### config.mk
export PLATFORM = sky130hd
export DESIGN_NAME = pc_fetch_ctrl
export DESIGN_NICKNAME = d
export VERILOG_FILES = /design/src/rtl/pc_fetch_ctrl.sv
export SDC_FILE = /design/constraint.sdc
export NUM_CORES = 1
export LEC_CHECK = 0
export CAP_MARGIN = 20
export CORE_MARGIN = 5
export CORE_UTILIZATION = 42
export DETAILED_ROUTE_END_ITERATION = 6
export PLACE_DENSITY = 0.81
export SKIP_CTS_REPAIR_TIMING = 1
export SYNTH_ARGS = -nofsm -noshare
export SYNTH_HDL_FRONTEND = slang
export SYNTH_SLANG_ARGS = --single-unit
### constraint.sdc
create_clock -name clk -period 2.8 [get_ports clk]
set_input_delay 0.28 -clock clk [delete_from_list [all_inputs] [get_ports clk]]
set_output_delay 0.28 -clock clk [all_outputs]
set_load 0.02 [all_outputs]
### src/rtl/pc_fetch_ctrl.sv
// pc_fetch_ctrl: program-counter sequencer and instruction-fetch handshake.
// Chooses the PC register load value each cycle (PC+4, branch/jump target or
// reset vector). It also runs imem_req/imem_ready and holds back a redirect
// that arrives while a fetch is still outstanding.
// Build option: define FETCH_TIMEOUT_EN to add a fetch watchdog. When
// imem_ready stays low for MAX_WAIT FETCH cycles, the block enters a sticky
// ERR state.
module pc_fetch_ctrl #(
    parameter logic [31:0] RESET_PC = 32'h0000_0000,
    parameter int unsigned MAX_WAIT = 15
) (
    input  logic        clk,
    input  logic        rst_n,
    input  logic [31:0] pc_cur,
    input  logic        stall,
    input  logic        br_taken,
    input  logic [31:0] br_target,
    input  logic        jmp,
    input  logic [31:0] jmp_target,
    input  logic        imem_ready,
    output logic        imem_req,
    output logic [31:0] imem_addr,
    output logic        pc_we,
    output logic [31:0] pc_next,
    output logic        if_valid,
    output logic        flush,
    output logic        fetch_err
);

    typedef enum logic [1:0] {
        ST_BOOT,
        ST_FETCH,
        ST_HOLD,
        ST_ERR
    } state_e;

    if (MAX_WAIT < 1 || MAX_WAIT > 255) begin : g_bad_max_wait
        $error("pc_fetch_ctrl: MAX_WAIT must be in 1..255");
    end

    state_e      state_q, state_d;
    logic        pend_valid_q, pend_valid_d;
    logic [31:0] pend_tgt_q, pend_tgt_d;

    logic        redirect;
    logic [31:0] live_tgt;
    logic [31:0] pc_seq;
    logic        wait_expired;

    assign redirect  = br_taken | jmp;
    assign live_tgt  = (br_taken ? br_target : jmp_target) & 32'hFFFF_FFFC;
    assign pc_seq    = pc_cur + 32'd4;
    assign imem_addr = pc_cur;

`ifdef FETCH_TIMEOUT_EN
    localparam logic [8:0] MAX_WAIT_9 = 9'(MAX_WAIT);

    logic [7:0] wait_cnt_q, wait_cnt_d;

    // This cycle is the MAX_WAIT-th consecutive FETCH cycle without imem_ready.
    assign wait_expired = ({1'b0, wait_cnt_q} + 9'd1) >= MAX_WAIT_9;
    assign fetch_err    = (state_q == ST_ERR);

    // Wait counter next value. BOOT and HOLD only ever leave into FETCH, so
    // clearing while in them covers the "clear on entering FETCH" rule.
    always_comb begin
        wait_cnt_d = wait_cnt_q;
        if (state_q == ST_BOOT || state_q == ST_HOLD) begin
            wait_cnt_d = '0;
        end else if (state_q == ST_FETCH) begin
            if (imem_ready) begin
                wait_cnt_d = '0;
            end else if (wait_cnt_q != '1) begin
                wait_cnt_d = wait_cnt_q + 8'd1;
            end
        end
    end

    // Wait counter register.
    always_ff @(posedge clk or negedge rst_n) begin
        if (!rst_n) begin
            wait_cnt_q <= '0;
        end else begin
            wait_cnt_q <= wait_cnt_d;
        end
    end
`else
    assign wait_expired = 1'b0;
    assign fetch_err    = 1'b0;
`endif

    // Next-state, pending-redirect and PC/fetch output decode.
    always_comb begin
        state_d      = state_q;
        pend_valid_d = pend_valid_q;
        pend_tgt_d   = pend_tgt_q;
        imem_req     = 1'b0;
        pc_we        = 1'b0;
        pc_next      = pc_seq;
        if_valid     = 1'b0;
        flush        = 1'b0;
        case (state_q)
            ST_BOOT: begin
                pc_we   = 1'b1;
                pc_next = RESET_PC;
                state_d = ST_FETCH;
            end
            ST_FETCH: begin
                imem_req = 1'b1;
                if (imem_ready) begin
                    if (redirect || pend_valid_q) begin
                        // Fetched word is wrong-path: drop it and steer the PC.
                        pc_we        = 1'b1;
                        pc_next      = redirect ? live_tgt : pend_tgt_q;
                        flush        = 1'b1;
                        pend_valid_d = 1'b0;
                    end else begin
                        if_valid = 1'b1;
                        if (stall) begin
                            state_d = ST_HOLD;
                        end else begin
                            pc_we = 1'b1;
                        end
                    end
                end else if (wait_expired) begin
                    state_d = ST_ERR;
                end else if (redirect && !pend_valid_q) begin
                    // The oldest redirect wins; later ones are dropped.
                    pend_valid_d = 1'b1;
                    pend_tgt_d   = live_tgt;
                end
            end
            ST_HOLD: begin
                if (redirect) begin
                    pc_we   = 1'b1;
                    pc_next = live_tgt;
                    flush   = 1'b1;
                    state_d = ST_FETCH;
                end else if (!stall) begin
                    pc_we   = 1'b1;
                    state_d = ST_FETCH;
                end
            end
            default: begin
                state_d = ST_ERR;
            end
        endcase
    end

    // State and pending-redirect registers.
    always_ff @(posedge clk or negedge rst_n) begin
        if (!rst_n) begin
            state_q      <= ST_BOOT;
            pend_valid_q <= 1'b0;
            pend_tgt_q   <= '0;
        end else begin
            state_q      <= state_d;
            pend_valid_q <= pend_valid_d;
            pend_tgt_q   <= pend_tgt_d;
        end
    end

endmodule

==> results.md <==
- Total gr overflow: 0
- EDFF count, synth: 0
- DRT Pass-1 Iters: 4
- Run status: finished, violations left
- TritonCTS clock tree: built
- Clock Pin Slew Worst Setup and Hold Paths: 0.08 ns
- Failing checks: setup timing
- Max Slew Vio Count: 0
- Critical path peak fanout: 4
- Critical path type: primary input to output port
- Dominant combinational cell family by area after synthesis: simple AND/OR/NAND/NOR gates
- Initial antenna violation count: 0
- Syn_nets: 529
- Most numerous cell in the Yosys netlist: mux2i_1
- DR vias: 3831
- Ant. Diodes: 0
- Post-Synth Adder-Cell Area: 2.153%
- Vias/cell: 5.481
- DP HPWL: 9961 um
- Clock skew: 0.005368 ns
- Synthesized cell area: 3487 um2
- Primary FF master, synth: dfrtp_1
- Simple-gate share of the synthesized area: 20.31%
- Sink Count: 33
- Total track usage: 23.99%
- Die area: 10230 um2
- Clock root cell: clkbuf_8
- Area after DPL: 5368 um2
- I/O pin count: 171
- List of most frequent post-synthesis cells: mux2i_1, nand2_1, buf_4, dfrtp_1, nor2_1
- Synth Area in Compound Gates: 18.08%
- Vias in the first global route: 4018
- Synth cell types: 48
- Min Tclk post-route: 2.845 ns
- WP data arrival: 2.56 ns
- Flops & latches, synth: 33
- Initial Utilization: 42.87%
- Final antenna-violating net count: 0
- Final wirelength: 12580 um
- Setup WS pre-CTS: -0.5211 ns
- Top-area cell type share of the netlist area: 23.68%
- Final worst path period share: 101.6%
- Core footprint: 8134 um2
- Maximum root-to-sink buffer count: 2
- CP Launch Type: primary input
- Hold WC Path Type: primary input to async pin
- Peak Freq: 0.3515 GHz
- PortBufs: 165
- Placer Congestion: 0.8912
- Synth Area in XOR/XNOR: 6.781%
- CTS Buf Count: 5
- Mux cell area share after synthesis: 16.72%
- DIE HEIGHT: 101.1 um
- CP cell instances: clkdlybuf4s50_1 > ha_2 > nand4_4 > or4_4 > o31a_1 > nor3_2 > o22ai_1 > dlymetal6s2s_1
- Final setup margin: -0.04499 ns
- Yosys warns: 0
- Max-cap viol count: 0
- CP peak stage delay: 0.58 ns
- Die W: 101.1 um
- Pleak: 2.658 nW
- Skew-Pair Late Insertion Delay: 0.29 ns
- Wire length per cell: 17.99 um
- RSZ-0062 raised after global routing: yes
- Iter 0 DRT Violations: 132
- Mapped Cells: 421
- Crit. End Element: output port
- Pwr/cell area: 663.7 nW/um2
- Syn_area_per_cell: 8.283 um2
- Num rows: 33
- Largest net degree at the start of global routing: 41
- Final Instance Area: 5577 um2
- Area Overhead vs Synth: 59.92%
- Final setup viols: 1
- Maximum vdd drop: 0.4551 mV
- Nets: 701
- H-tree Lvls: 2
- Top cell type by total area after synthesis: dfrtp_1
- First-pass GRT wire length: 19620 um
- Layout cell share with drive strength beyond 1: 20.03%
- Ys async rst share: 100.0%
- Crit path max-delay cell type: or4_4
- DR DRC count: 0
- Register area share after synthesis: 23.68%
- Largest cells by area after synthesis: dfrtp_1, mux2i_1, buf_4, mux2_2, xnor2_1
- Worst EP required: 2.52 ns
- Endpoints failing hold: 0
layout by cell type (no fill, tap or decap), types with 4 or more instances in the layout:
cell and n:
nor2b_1 6, inv_1 10, xor2_1 5, clkdlybuf4s50_1 127
dfrtp_1 33, xnor2_1 22, nand3_1 10, nor3_1 6
nand2_1 36, mux2_2 18, o22ai_1 26, a22oi_1 11
a21oi_1 29, dlymetal6s2s_1 33, ha_1 4, mux2i_1 38
o21ai_0 24, buf_4 57, nor2_1 31, clkbuf_8 5
nor3_2 5, nand4_1 4
final timing paths:
kind                                         endpoint  slack (ns)  cells after the start                 startpoint
setup / recovery                          pc_next[26]       -0.04                      8                  pc_cur[3]
hold / removal                 state_q[1]$_DFFE_PN0P_        0.41                      2                      rst_n
setup reg to reg           pend_tgt_q[29]$_DFFE_PN0P_        0.92                      6     state_q[1]$_DFFE_PN0P_
hold reg to reg             pend_tgt_q[9]$_DFFE_PN0P_        0.48                      2  pend_tgt_q[9]$_DFFE_PN0P_
max in group asynchronous  pend_tgt_q[28]$_DFFE_PN0P_        2.04                      2                      rst_n
min in group clk            pend_tgt_q[9]$_DFFE_PN0P_        0.48                      2  pend_tgt_q[9]$_DFFE_PN0P_
power by group:
group          switching, mW  leakage [nW]  internal (mW)
logic                   1.31          2.21           1.18
registers              0.136         0.407          0.700
clock network          0.200        0.0439          0.172
cell families (layout without fill, tap and decap cells):
| kind of cell | Yosys count | after routing |
|---|---|---|
| xor+xnor | 27 | 27 |
| simple gates | 124 | 124 |
| flops | 33 | 33 |
| other cells | 1 | 1 |
| compound gates | 103 | 103 |
| mux | 56 | 56 |
| fa+ha+maj | 6 | 6 |
| buf+inv | 71 | 244 |
per-stage QoR:
stage	std cells	utilization, %	hold WS (ns)	power [mW]	setup TNS, ns
4_1_cts	697	67.05	0.4338	3.761	-7.501
3_5_place_dp	689	65.99	0.4705	3.381	-5.473
6_report	699	68.56	0.4100	3.701	-0.04499
3_3_place_gp	689	65.99	0.4612	3.307	-4.985
2_1_floorplan	421	-	-0.01559	2.203	0
5_1_grt	699	68.56	0.4536	3.939	-0.1056
per-layer routing:
metal  GRT usage [%]  wire length (um)  up-vias
li1                -                 -     1828
met4           7.771               359        0
met3           5.882               933       25
met2           42.81              6544      142
met1           28.07              4737     1836
met5               0                 0        -
worst max-delay path, delay by kind of cell:
kind / cells / cell delay, ns
buffers and inverters: 2 / 0.74
AO/OA/AOI/OAI: 2 / 0.41
adder cells (fa/ha/maj): 1 / 0.24
AND/OR/NAND/NOR: 3 / 0.90
final cells by class:
| type | instances | area, um2 |
|---|---|---|
| clock buffers | 5 | 68.82 |
| clock inverters | 3 | 17.52 |
| fillers | 665 | 2557 |
| inverters | 10 | 37.54 |
| multi-input cells | 317 | 2287 |
| flip-flops and latches | 33 | 825.8 |
| well taps | 105 | 131.4 |
| repair buffers | 226 | 2208 |
registers in the layout, summed over array words and instances, names as in the netlist:
signal and flops:
pend_valid_q 1, state_q 2, pend_tgt_q 30
(Power assumes the default switching activity.)
